===== config.mk =====
export PLATFORM = sky130hd
export DESIGN_NAME = pipe_skid_stage
export DESIGN_NICKNAME = d
export VERILOG_FILES = /design/src/rtl/pipe_pkg.sv /design/src/rtl/pipe_entry.sv /design/src/rtl/pipe_skid_stage.sv
export SDC_FILE = /design/constraint.sdc
export NUM_CORES = 1
export LEC_CHECK = 0
export BUFFER_PORTS_ARGS = -buffer_cell sky130_fd_sc_hd__buf_2
export CAP_MARGIN = 10
export CORE_ASPECT_RATIO = 1.1
export CORE_MARGIN = 2
export CORE_UTILIZATION = 46
export DETAILED_ROUTE_END_ITERATION = 8
export PLACE_DENSITY = 0.78
export SLEW_MARGIN = 20
export SYNTH_ARGS = -nofsm -noshare
export SYNTH_HDL_FRONTEND = slang
export SYNTH_SLANG_ARGS = --single-unit

===== constraint.sdc =====
create_clock -name clk -period 6.6 [get_ports clk]
set_clock_uncertainty 0.15 [all_clocks]
set_input_delay 0 -clock clk [delete_from_list [all_inputs] [get_ports clk]]
set_output_delay 0 -clock clk [all_outputs]
set_load 0.03 [all_outputs]

===== src/rtl/pipe_pkg.sv =====
// rtl/pipe_pkg.sv - shared state encoding and default widths for the elastic pipeline stage
package pipe_pkg;

  localparam int DATA_W_DEF = 32;
  localparam int CTRL_W_DEF = 8;
  localparam int CNT_W_DEF  = 16;

  // Encoding doubles as the occupancy count.
  typedef enum logic [1:0] {
    ST_EMPTY = 2'b00,
    ST_BUSY  = 2'b01,
    ST_FULL  = 2'b10
  } state_t;

endpackage


===== src/rtl/pipe_entry.sv =====
// rtl/pipe_entry.sv - one ctrl+data+valid holding register; clear drops ctrl/valid but keeps data
module pipe_entry
  import pipe_pkg::*;
#(
  parameter int CTRL_W = CTRL_W_DEF,
  parameter int DATA_W = DATA_W_DEF
) (
  input  logic              clk,
  input  logic              rst,
  input  logic              load,
  input  logic              clear_ctrl,
  input  logic              d_valid,
  input  logic [CTRL_W-1:0] d_ctrl,
  input  logic [DATA_W-1:0] d_data,
  output logic              valid,
  output logic [CTRL_W-1:0] ctrl,
  output logic [DATA_W-1:0] data
);

  always_ff @(posedge clk or posedge rst) begin
    if (rst) begin
      valid <= 1'b0;
      ctrl  <= '0;
      data  <= '0;
    end else if (clear_ctrl) begin
      valid <= 1'b0;
      ctrl  <= '0;
    end else if (load) begin
      valid <= d_valid;
      ctrl  <= d_ctrl;
      data  <= d_data;
    end
  end

endmodule


===== src/rtl/pipe_skid_stage.sv =====
// rtl/pipe_skid_stage.sv - elastic pipeline stage with 2-entry skid buffer, freeze and flush
// Defining PIPE_PERF_CNT_EN adds saturating stall_cnt/flush_cnt outputs.
module pipe_skid_stage
  import pipe_pkg::*;
#(
  parameter int DATA_W = DATA_W_DEF,
  parameter int CTRL_W = CTRL_W_DEF,
  parameter int CNT_W  = CNT_W_DEF
) (
  input  logic              clk,
  input  logic              rst,
  input  logic              flush,
  input  logic              freeze,
  input  logic              in_valid,
  output logic              in_ready,
  input  logic [CTRL_W-1:0] in_ctrl,
  input  logic [DATA_W-1:0] in_data,
  output logic              out_valid,
  input  logic              out_ready,
  output logic [CTRL_W-1:0] out_ctrl,
  output logic [DATA_W-1:0] out_data,
  output logic [1:0]        occupancy
`ifdef PIPE_PERF_CNT_EN
  ,
  output logic [CNT_W-1:0]  stall_cnt,
  output logic [CNT_W-1:0]  flush_cnt
`endif
);

  state_t state_q, state_d;

  logic              main_valid, skid_valid;
  logic [CTRL_W-1:0] main_ctrl, skid_ctrl;
  logic [DATA_W-1:0] main_data, skid_data;

  logic main_load, main_clear, main_from_skid;
  logic skid_load, skid_clear;
  logic accept, release_x;

  // in_ready depends only on registered state, so out_ready never reaches it.
  assign in_ready  = (state_q != ST_FULL) & ~freeze & ~rst;
  assign out_valid = main_valid & ~freeze;
  assign accept    = in_valid & in_ready;
  assign release_x = out_valid & out_ready;

  assign out_ctrl  = main_valid ? main_ctrl : '0;
  assign out_data  = main_data;
  assign occupancy = state_q;

  always_ff @(posedge clk or posedge rst) begin
    if (rst) state_q <= ST_EMPTY;
    else     state_q <= state_d;
  end

  always_comb begin
    state_d = state_q;
    if (flush) begin
      state_d = ST_EMPTY;
    end else begin
      case (state_q)
        ST_EMPTY: if (accept) state_d = ST_BUSY;
        ST_BUSY: begin
          if (accept && !release_x)      state_d = ST_FULL;
          else if (!accept && release_x) state_d = ST_EMPTY;
        end
        ST_FULL:  if (release_x) state_d = ST_BUSY;
        default:  state_d = ST_EMPTY;
      endcase
    end
  end

  always_comb begin
    main_load      = 1'b0;
    main_clear     = 1'b0;
    main_from_skid = 1'b0;
    skid_load      = 1'b0;
    skid_clear     = 1'b0;
    if (flush) begin
      main_clear = 1'b1;
      skid_clear = 1'b1;
    end else begin
      case (state_q)
        ST_EMPTY: main_load = accept;
        ST_BUSY: begin
          if (accept && release_x) main_load  = 1'b1;
          else if (accept)         skid_load  = 1'b1;
          else if (release_x)      main_clear = 1'b1;
        end
        ST_FULL: begin
          if (release_x) begin
            main_load      = 1'b1;
            main_from_skid = 1'b1;
            skid_clear     = 1'b1;
          end
        end
        default: begin
          main_clear = 1'b1;
          skid_clear = 1'b1;
        end
      endcase
    end
  end

  pipe_entry #(.CTRL_W(CTRL_W), .DATA_W(DATA_W)) u_main (
    .clk        (clk),
    .rst        (rst),
    .load       (main_load),
    .clear_ctrl (main_clear),
    .d_valid    (main_from_skid ? skid_valid : in_valid),
    .d_ctrl     (main_from_skid ? skid_ctrl  : in_ctrl),
    .d_data     (main_from_skid ? skid_data  : in_data),
    .valid      (main_valid),
    .ctrl       (main_ctrl),
    .data       (main_data)
  );

  pipe_entry #(.CTRL_W(CTRL_W), .DATA_W(DATA_W)) u_skid (
    .clk        (clk),
    .rst        (rst),
    .load       (skid_load),
    .clear_ctrl (skid_clear),
    .d_valid    (in_valid),
    .d_ctrl     (in_ctrl),
    .d_data     (in_data),
    .valid      (skid_valid),
    .ctrl       (skid_ctrl),
    .data       (skid_data)
  );

`ifdef PIPE_PERF_CNT_EN
  always_ff @(posedge clk or posedge rst) begin
    if (rst) begin
      stall_cnt <= '0;
      flush_cnt <= '0;
    end else begin
      if (out_valid && !out_ready && stall_cnt != '1)
        stall_cnt <= stall_cnt + 1'b1;
      if (flush && state_q != ST_EMPTY && flush_cnt != '1)
        flush_cnt <= flush_cnt + 1'b1;
    end
  end
`else
  // Keeps CNT_W referenced when the counters are compiled out.
  logic [CNT_W-1:0] unused_perf_cnt;
  assign unused_perf_cnt = '0;
`endif

endmodule


Word-level counts from Yosys, hierarchy flattened. Cells that the tools add are included.

Equal/unequal tests: 6. Muxes and demuxes: 34. Bitwise operators: 9. Reduce and logical (&&, ||, !) cells: 13.

Operator list (number): $mux 8 (6); $mux 32 (1); $mux 1 (18); $mux 2 (5); $ne 3x3->1 const B (2); $pmux 2 s3 (1); $and 1x1->1 (5); $ne 4x4->1 const B (1); $not 1->1 (4); $pmux 1 s2 (2); $reduce_and 2->1 (2); $reduce_bool 2->1 (2); $reduce_or 2->1 (2); $logic_and 1x1->1 (3); $pmux 1 s3 (1); $reduce_and 3->1 (1); $eq 2x1->1 const B (1); $eq 2x2->1 const B (1); $logic_not 1->1 (2); $logic_not 2->1 (1); $ne 2x2->1 const B (1).

Register bits: 84. Bits of input ports: 46. Output and inout port bits: 44. Logic and storage cells: 69.

Depth between registers and ports, before layout. Gate-level depths: netlist (run 1).

Depth after elaboration: 10. Depth in mapped cells: 6. Gate-level depth less buffers: 4.

By module. From an unflattened synthesis (run 1), not the netlist that was laid out.

Cell total of the unflattened synthesis: 278. Area, all modules: 4435.5 um2.

By module, submodules not included: pipe_entry (times used 2, cells each 99, area each 1734.2 um2); pipe_skid_stage (times used 1, cells each 80, area each 967.2 um2).

Worst setup path after synthesis (run 1). OpenSTA, ideal clock, no wires.

Kind: register to register. Start point: register state_q[0], in the netlist occupancy[0]. End point: register u_main.data[0]. Library setup time: 0.125 ns. Data arrival time: 1.761 ns. Setup slack: 4.564 ns. Stages on the path, launching flop included: 6. Path buffers: 1. Period minus slack after synthesis: 2.036 ns. Cell sequence: dfrtp_1 -> and2b_1 -> nand3b_2 -> a21boi_2 -> buf_6 -> mux2_2.

Word-level cells in the longest chain between the ends: 10. Elaborated cells on any way between the ends: 21. Classes of those cells: eq/ne: 3; mux: 10; bitwise: 4; reduce/logical: 4.

RTL lines: from (decl) (line pipe_skid_stage.sv:30) `state_t state_q, state_d;`; from (signal assigned) (line pipe_skid_stage.sv:52) `else state_q <= state_d;`; $ne 2x2->1 (line pipe_skid_stage.sv:41) `assign in_ready = (state_q != ST_FULL) & ~freeze & ~rst;`; $and 1x1->1 (2 in series) (line pipe_skid_stage.sv:41); $and 1x1->1 (line pipe_skid_stage.sv:43) `assign accept = in_valid & in_ready;`; $mux 1 or $logic_and 1x1->1 (tied branches) (line pipe_skid_stage.sv:86, pipe_skid_stage.sv:85); $mux 1 (line pipe_skid_stage.sv:85) `if (accept && release_x) main_load = 1'b1;`; $pmux 1 s2 (line pipe_skid_stage.sv:82) `case (state_q)`; $mux 1 (line pipe_skid_stage.sv:78) `if (flush) begin`; $not 1->1 (no source line); $reduce_and 2->1 (no source line); to (signal assigned) (line pipe_entry.sv:31) `data <= d_data;`; to (decl) (line pipe_entry.sv:17) `output logic [DATA_W-1:0] data`.

Parallel ways exist; a longest one is shown, timed or not. A chain may end at the register's enable or synchronous reset.

Final worst setup path (run 1).
Start point: register u_main.valid. End point: register u_main.data[29].

Word-level cells in the longest chain between the ends: 9. Elaborated cells on any way between the ends: 16. Classes of those cells: mux: 11; bitwise: 3; reduce/logical: 2.

RTL lines: from (decl) (line pipe_entry.sv:15) `output logic valid,`; from (signal assigned) (line pipe_entry.sv:29) `valid <= d_valid;`; $and 1x1->1 * (line pipe_skid_stage.sv:42) `assign out_valid = main_valid & ~freeze;`; $and 1x1->1 * (line pipe_skid_stage.sv:44) `assign release_x = out_valid & out_ready;`; $mux 1 (line pipe_skid_stage.sv:87, pipe_skid_stage.sv:90); $mux 1 (line pipe_skid_stage.sv:86) `else if (accept) skid_load = 1'b1;`; $mux 1 (line pipe_skid_stage.sv:85); $pmux 1 s2 (line pipe_skid_stage.sv:82); $mux 1 (line pipe_skid_stage.sv:78); $not 1->1 (no source line); $reduce_and 2->1 (no source line).

Mark *: on every way between the ends. The rest lies on a longest branch, timed or not.

==> results of run 1 <==
-- sequential cells by signal (all words and copies together) (netlist names) --
signal        flops
u_main.ctrl       8
u_main.valid      1
u_skid.ctrl       8
occupancy         2
u_main.data      32
u_skid.valid      1
u_skid.data      32
-- logic make-up after synthesis --
kind of cell           Yosys count
AO/OA/AOI/OAI                   26
buffers and inverters           15
flip-flops                      84
multiplexers                   106
AND/OR/NAND/NOR                 25
-- worst paths after layout --
| kind | start | end | slack [ns] | depth (start not counted) |
|---|---|---|---|---|
| min reg2reg | u_skid.valid$_DFFE_PP0P_ | u_skid.valid$_DFFE_PP0P_ | 0.34 | 1 |
| max | u_main.valid$_DFFE_PP0P_ | u_main.data[29]$_DFFE_PP0P_ | 3.46 | 6 |
| max in group asynchronous | rst | u_main.data[5]$_DFFE_PP0P_ | 5.12 | 4 |
| max reg2reg | u_main.valid$_DFFE_PP0P_ | u_main.data[29]$_DFFE_PP0P_ | 3.46 | 6 |
| min in group asynchronous | rst | u_skid.ctrl[0]$_DFFE_PP0P_ | 0.06 | 3 |
| min | out_ready | occupancy[0]$_DFFE_PP0P_ | 0.04 | 4 |
-- worst max-delay path, cell delays in order (launching register included) --
cell,delay (ns)
dfrtp_1,0.49
and3b_1,0.28
nand3b_2,0.08
buf_4,0.50
a21boi_4,0.67
buf_4,0.42
mux2_2,0.37
-- power by group through the flow --
stage	Clock [uW]	Combinational [uW]	Sequential [uW]
after global routing	432	315	639
after detailed placement	0	278	639
after floorplan	0	96.6	728
final	400	296	628
after global placement	0	272	635
after CTS	409	298	629
-- metal layers --
| layer | share of wire | GRT usage | up-vias |
|---|---|---|---|
| met5 | 0 | 0 | - |
| met4 | 0.026 | 0.0994 | 0 |
| met3 | 0.036 | 0.0364 | 17 |
| met2 | 0.50 | 0.323 | 65 |
| met1 | 0.44 | 0.232 | 1250 |
| li1 | - | - | 1195 |
-- area by class of cell --
| type | instances | area [um2] |
|---|---|---|
| Clock buffer | 11 | 141 |
| Clock inverter | 5 | 75.1 |
| Fill cell | 643 | 3020 |
| Inverter | 1 | 5.00 |
| Multi-Input combinational cell | 157 | 1570 |
| Sequential cell | 84 | 2100 |
| Tap cell | 108 | 135 |
| Timing Repair Buffer | 137 | 916 |
-- Yosys cell counts, types with 2 or more instances --
master and count:
a21oi_1 4, mux2_2 95, buf_2 4, mux2_1 2
dfrtp_1 84, mux2i_1 9, and2_1 8, o2bb2ai_1 9
nor2_1 2, nor2b_1 2, buf_6 7, nand2_1 2
nor3_1 2, a22o_1 8, buf_4 2
-- metrics by stage --
stage | instance area (um2) | total power, uW | worst slack [ns] | hold slack [ns]
after floorplan | 3780 | 825 | 4.28 | -0.0765
after CTS | 4940 | 1340 | 3.45 | 0.0208
after global placement | 4280 | 907 | 3.52 | -0.112
after global routing | 4940 | 1390 | 3.29 | 0.0265
final | 4940 | 1320 | 3.46 | 0.0385
after detailed placement | 4280 | 917 | 3.48 | -0.111
-- timing repair --
item	4_1_cts	5_1_grt
hold buffers	44	0
endpoints found under the hold margin	108	0
gates resized for setup	0	0
==> impl_metrics.yaml, run 1 <==
synth:
  synth_xor_area_frac: 0
  synth_flop_cell: "dfrtp_1"
  syn_area_um2: 3780
  synth_compound_area_frac: 0.0553
  yosys.area_share.simple: 0.0440
  netlist.area_leader.share: 0.556
  syn_inst: 256
  synthesis.nets: 302
  syn_area_per_cell_um2: 14.8
  synth-edff-count: 0
  ys_types: 31
  async_flop_share: 1.00
  yosys_warnings: 0
  yosys.area.top_type: "dfrtp_1"
  synth_top_family_by_area: "multiplexers"
  synth.area.top_cells: "dfrtp_1 56%, mux2_2 28%, mux2i_1 2.4%"
  synthAdderAreaFrac: 0
  synth_mux_area_frac: 0.313
  ys_seq_area_frac: 0.556
  yosys_register_bits: 84
cts:
  numCtsBuffers: 9
  postCtsSetupRepairBufs: 0
  clkSinkCount: 84
  htreeDepth: 3
  clockBufferDepth: 2
  root_buffer: "clkbuf_8"
  clkLatencyLatePin_ns: 0.35
  cts_tree: "yes"
  clkTransAtPathRegs_ns: 0.09
route:
  avgRoutedWirePerCell_um: 16.2
  vias: 2527
  drtAntennaViolNets: 0
  avgViaCountPerCell: 5.02
  drcViolationCount: 0
  drt_iter0_markers: 104
  drt-total-wl_mm: 8.15
  first_pass_iters: 4
floorplan:
  rows: 34
  die_x_um: 90.4
  start_util: 0.475
  die_area_um2: 8960
  boundaryPins: 90
  core_region_area_um2: 7960
  fp.dieH_um: 99.1
grt:
  grt_max_degree: 60
  grt_pass1_vias: 2762
  grt_usage: 0.190
  antenna_found_initial: 0
  overflow: 0
  grt_pass1_wl_mm: 13.4
worst_setup_path:
  setup.worst_path.class: "reg -> reg"
  crit_fanout: 42
  crit_path_end_kind: "flip-flop"
  crit_path_start_kind: "flip-flop"
  critPathArrivalTime_ns: 3.22
  crit_required_ns: 6.68
cells_and_area:
  final_common_cell: "mux2_2"
  diodes: 0
  nets: 436
  final_cells: 503
  utilization: 0.621
  final_cell_mix: "95 x mux2_2, 89 x buf_2, 84 x dfrtp_1, 44 x dlygate4sd3_1, 10 x clkbuf_8"
  drive_gt1_frac: 0.529
  area_growth_pct: 30.6
timing:
  fmax_ghz: 0.319
  setup_viol: 0
  post-route-period-util: 0.476
  maxSlewHeadroom: 0.424
  rsz0062_at_grt: "false"
  tns_ns: 0
  final.min_clock_period_ns: 3.14
  hold_viol: 0
  finalMaxSlewViolations: 0
  worst_slew_pin_slew_ns: 0.865
power_and_ir_drop:
  p_switching_uw: 386
  power.leakage_uw: 0.00249
  p_int_uw: 938
  peakVddDrop_mv: 0.172
  pwr-share-clk: 0.302
  p_per_area_nw_per_um2: 268
  switching_share: 0.292
  pwr-share-seq: 0.474
  combPwrFrac: 0.223
placed_design:
  gp_congestion: 0.852
  dp_hpwl_mm: 4.97
  placed_cells: 443
  io_buffers: 89
run_status:
  status: "finished, final reports clean"
min_path:
  hold_class: "in -> reg"
job:
  drv_cap: 0
No activity file was read; power rests on OpenSTA's default activity.
==> inputs of run 2 (changes only) <==
Clock period 6.6 ns to 2.9 ns, I/O delays scaled along.
==> run 2 against run 1 <==
  * Die area unchanged
  * Register-to-register slack worse by 2.7 ns
  * Worst setup slack worse by 2.7 ns
  * Sequential power up 130%
  * Total power up 120%
  * Fmax up 45%
  * Global-route usage down 0.55 points
  * Critical path depth down 1
  * Final cell count up 0.99%
  * Critical endpoint is now u_main.data[23]$_DFFE_PP0P_
==> impl_metrics.yaml, run 2 (same netlist as run 1, synthesis figures left out) <==
floorplan:
  start_util: 0.475
  fp.dieH_um: 99.1
  die_area_um2: 8960
  core_region_area_um2: 7960
  die_x_um: 90.4
  boundaryPins: 90
  rows: 34
grt:
  overflow: 0
  grt_pass1_wl_mm: 13.0
  grt_use_met3: 0.0356
  grt_pass1_vias: 2681
  busiest_layer: "met2"
  gr-usage-met2: 0.315
  antenna_found_initial: 0
  grt_usage: 0.184
  use_met1: 0.236
  grt_max_degree: 46
route:
  vias: 2576
  avgViaCountPerCell: 5.07
  drt_iter0_markers: 112
  avgRoutedWirePerCell_um: 15.6
  drcViolationCount: 0
  first_pass_iters: 4
  drt-total-wl_mm: 7.90
  drtAntennaViolNets: 0
power_and_ir_drop:
  pwr-share-seq: 0.485
  p_per_area_nw_per_um2: 592
  peakVddDrop_mv: 0.320
  pwr-share-clk: 0.285
  switching_share: 0.295
  p_switching_uw: 869
  power.leakage_uw: 0.00251
  combPwrFrac: 0.229
  p_int_uw: 2080
run_status:
  status: "finished, final reports clean"
timing:
  setup_ws_ns: 0.738
  rsz0062_at_grt: "false"
  tns_ns: 0
  setup_viol: 0
  final.min_clock_period_ns: 2.16
  finalMaxSlewViolations: 0
  fmax_ghz: 0.463
  hold_ws_ns: 0.0542
  post-route-period-util: 0.746
  worst_slew_pin_slew_ns: 0.838
  hold_viol: 0
  maxSlewHeadroom: 0.442
worst_setup_path:
  crit_path_end_kind: "flip-flop"
  critical_path.max_stage_delay_ns: 0.49
  crit_required_ns: 2.98
  crit_path_start_kind: "flip-flop"
  setup.worst_path.class: "reg -> reg"
  crit_fanout: 12
  crit_chain: "nand3b_1, nand2_1, a21boi_4, buf_4, mux2_2"
  worstReg2RegStart: "u_main.valid$_DFFE_PP0P_"
  critPathSlowestCell: "dfrtp_1"
  crit_start: "u_main.valid$_DFFE_PP0P_"
  critPathArrivalTime_ns: 2.24
min_path:
  hold_class: "in -> reg"
  min_from: "out_ready"
placed_design:
  dp_hpwl_mm: 5.28
  gp_congestion: 0.818
  place_ws_ns: 0.745
  placed_cells: 448
  io_buffers: 89
cells_and_area:
  area_growth_pct: 31.6
  drive_gt1_frac: 0.535
  final_cell_mix: "95 x mux2_2, 89 x buf_2, 84 x dfrtp_1, 44 x dlygate4sd3_1, 11 x clkbuf_8"
  diodes: 0
  nets: 441
  reg.largest.list: "u_main.data: 32 flops, u_skid.data: 32 flops"
  utilization: 0.626
  final_cells: 508
  final_common_cell: "mux2_2"
cts:
  htreeDepth: 3
  postCtsSetupRepairBufs: 0
  ctsResizeCount: 0
  clkTransAtPathRegs_ns: 0.08
  root_buffer: "clkbuf_8"
  clkSinkCount: 84
  clockBufferDepth: 2
  numCtsBuffers: 9
  clkLatencyLatePin_ns: 0.34
  cts_hold_buf: 44
  cts_tree: "yes"
job:
  drv_cap: 0
==> run 2: area by class of cell <==
type / instances / area (um2)
Clock buffer: 12 / 155
Inverter: 1 / 5.00
Clock inverter: 4 / 47.5
Tap cell: 108 / 135
Fill cell: 630 / 2980
Timing Repair Buffer: 142 / 966
Multi-Input combinational cell: 157 / 1570
Sequential cell: 84 / 2100
==> run 2: through the flow <==
step / instance area (um2) / total power (uW)
detailed placement: 4330 / 2090
floorplan: 3780 / 1880
global placement: 4330 / 2060
CTS: 4980 / 2980
finish: 4980 / 2940
global route: 4980 / 3090
==> run 2: power groups by stage <==
stage                     Sequential (uW)  Combinational [uW]  Clock, uW
after CTS                            1430                 683        868
final                                1430                 675        841
after global routing                 1450                 722        918
after floorplan                      1660                 220          0
after global placement               1440                 622          0
after detailed placement             1450                 637          0
==> run 2: layer usage <==
layer | vias to the layer above | routed length (um)
li1 | 1209 | -
met1 | 1265 | 3410
met2 | 90 | 4030
met3 | 12 | 339
met4 | 0 | 126
met5 | - | 0
==> run 2: worst max-delay path: cells and delay by family, from the launching register on <==
| kind | cells | cell delay (ns) |
|---|---|---|
| DFF | 1 | 0.49 |
| and+or+nand+nor | 2 | 0.38 |
| buffers and inverters | 1 | 0.28 |
| muxes | 1 | 0.36 |
| AOI/OAI and AO/OA | 1 | 0.39 |
==> run 2: final timing paths <==
kind	to	slack, ns	cells past startpoint
min in group asynchronous	occupancy[0]$_DFFE_PP0P_	0.21	3
max in group asynchronous	u_main.data[21]$_DFFE_PP0P_	1.71	4
worst max-delay path	u_main.data[23]$_DFFE_PP0P_	0.74	5
worst max register to register	u_main.data[23]$_DFFE_PP0P_	0.74	5
worst min-delay path	occupancy[0]$_DFFE_PP0P_	0.05	4
worst min register to register	u_skid.data[22]$_DFFE_PP0P_	0.34	1
==> inputs of run 3 (changes only) <==
Clock period 2.9 ns to 2 ns, I/O delays scaled along.
==> run 3 against run 2 <==
  * Clock power grew 39%
  * Critical path type unchanged
  * Worst setup slack got worse by 0.67 ns
  * Non-clock buffer count increased by 8
  * Critical endpoint is now u_skid.data[10]$_DFFE_PP0P_
  * First-iteration DRC count fell by 18%
  * Core utilization rose by 1.5 points
  * Wire length rose by 3.8%
  * Design area is 2.3% higher
  * Sequential power grew 45%
  * Global-route usage up 0.37 points
  * Highest routed layer unchanged
  * Via count is 2.4% higher
  * Critical path depth shrank 1
  * Total power is 44% higher
==> impl_metrics.yaml, run 3 (same netlist as run 1, synthesis figures left out) <==
grt:
  busiest_layer: "met2"
  grt_max_degree: 47
  grt_usage: 0.188
  gr-usage-met2: 0.316
  antenna_found_initial: 0
  grt_use_met3: 0.0424
  grt_pass1_wl_mm: 13.2
  overflow: 0
  use_met1: 0.236
  grt_pass1_vias: 2755
cts:
  clockBufferDepth: 2
  clkSinkCount: 84
  clkTransAtPathRegs_ns: 0.07
  root_buffer: "clkbuf_8"
  cts_tree: "yes"
  htreeDepth: 3
  numCtsBuffers: 9
  clkLatencyLatePin_ns: 0.34
timing:
  finalMaxSlewViolations: 0
  setup_viol: 0
  post-route-period-util: 0.967
  hold_viol: 0
  final.min_clock_period_ns: 1.93
  worst_slew_pin_slew_ns: 0.663
  maxSlewHeadroom: 0.557
  fmax_ghz: 0.517
  rsz0062_at_grt: "false"
  tns_ns: 0
cells_and_area:
  reg.largest.list: "u_main.data: 32 flops, u_skid.data: 32 flops"
  drive_gt1_frac: 0.548
  area_growth_pct: 34.7
  nets: 449
  final_cell_mix: "95 x mux2_2, 89 x buf_2, 83 x dfrtp_1, 43 x dlygate4sd3_1, 12 x buf_4"
  final_common_cell: "mux2_2"
  final_cells: 515
  diodes: 0
run_status:
  status: "finished, final reports clean"
floorplan:
  die_x_um: 90.4
  core_region_area_um2: 7960
  start_util: 0.475
  die_area_um2: 8960
  rows: 34
  boundaryPins: 90
  fp.dieH_um: 99.1
worst_setup_path:
  critPathSlowestCell: "dfrtp_1"
  crit_start: "occupancy[1]$_DFFE_PP0P_"
  worstReg2RegStart: "occupancy[1]$_DFFE_PP0P_"
  crit_path_start_kind: "flip-flop"
  critPathTopFamily: "simple AND/OR/NAND/NOR gates"
  crit_path_end_kind: "flip-flop"
  crit_fanout: 19
  crit_required_ns: 2.08
  critPathArrivalTime_ns: 2.01
  reg2reg_slack_ns: 0.07
  crit_chain: "or2_2, nor3_4, clkbuf_16, mux2_2"
  critical_path.max_stage_delay_ns: 0.40
  crit_buf_inv: 1
  setup.worst_path.class: "reg -> reg"
min_path:
  min_from: "out_ready"
  hold_class: "in -> reg"
power_and_ir_drop:
  p_per_area_nw_per_um2: 833
  power.leakage_uw: 0.00256
  switching_share: 0.297
  p_int_uw: 2980
  peakVddDrop_mv: 0.444
  pwr-share-seq: 0.489
  p_switching_uw: 1260
  pwr-share-clk: 0.276
  combPwrFrac: 0.236
route:
  drtAntennaViolNets: 0
  drt_iter0_markers: 92
  avgViaCountPerCell: 5.12
  drcViolationCount: 0
  avgRoutedWirePerCell_um: 15.9
  first_pass_iters: 4
  drt-total-wl_mm: 8.20
  vias: 2638
placed_design:
  io_buffers: 89
  dp_hpwl_mm: 5.29
  placed_cells: 456
  gp_congestion: 0.749
job:
  drv_cap: 0
run 3: path summary, 6_finish.rpt:
| check | endpoint | depth (start not counted) |
|---|---|---|
| max | u_skid.data[10]$_DFFE_PP0P_ | 4 |
| min in group asynchronous | u_main.ctrl[5]$_DFFE_PP0P_ | 3 |
| min reg2reg | u_main.ctrl[7]$_DFFE_PP0P_ | 1 |
| min | occupancy[1]$_DFFE_PP0P_ | 4 |
| max in group asynchronous | u_skid.data[18]$_DFFE_PP0P_ | 4 |
| max reg2reg | u_skid.data[10]$_DFFE_PP0P_ | 4 |
run 3: worst min-delay path, stage by stage:
cell     delay [ns]
buf_2          0.11
and3b_1        0.21
buf_4          0.14
nor3_1         0.04
run 3: power groups by stage:
stage          Clock, uW  Sequential, uW  Combinational (uW)
2_1_floorplan          0            2400                 319
3_3_place_gp           0            2090                 915
3_5_place_dp           0            2100                 939
4_1_cts             1190            2070                1010
5_1_grt             1270            2100                1070
6_report            1170            2070                1000
run 3: what timing repair did:
action | CTS | global route
hold buffers | 43 | 0
hold endpoints to repair | 111 | 0
resized for setup | 0 | 2
setup buffers | 0 | 0
endpoints found under the setup margin | 0 | 38
run 3: metrics by stage:
stage | util | cell area [um2] | setup WS [ns] | power, uW | hold WS (ns)
floorplan | - | 3790 | 0.0134 | 2720 | -0.0765
global placement | 0.559 | 4450 | 0.148 | 3010 | -0.00572
detailed placement | 0.559 | 4450 | 0.0789 | 3040 | 0.00903
CTS | 0.636 | 5060 | 0.0356 | 4270 | 0.0299
global route | 0.640 | 5090 | 0.0271 | 4440 | 0.0510
finish | 0.640 | 5090 | 0.0668 | 4240 | 0.0439
run 3: final cells by class:
cell class	count	area (um2)
clock inverter	2	35.0
sequential	84	2100
fill	610	2860
multi-input combinational	157	1570
clock buffer	13	149
inverter	1	7.51
tap	108	135
timing repair buffer	150	1090
run 3: metal layers:
layer,up-vias,part of all wire,wire [um]
li1,1227,-,-
met1,1333,0.44,3630
met2,67,0.50,4090
met3,11,0.038,309
met4,0,0.020,165
met5,-,0,0
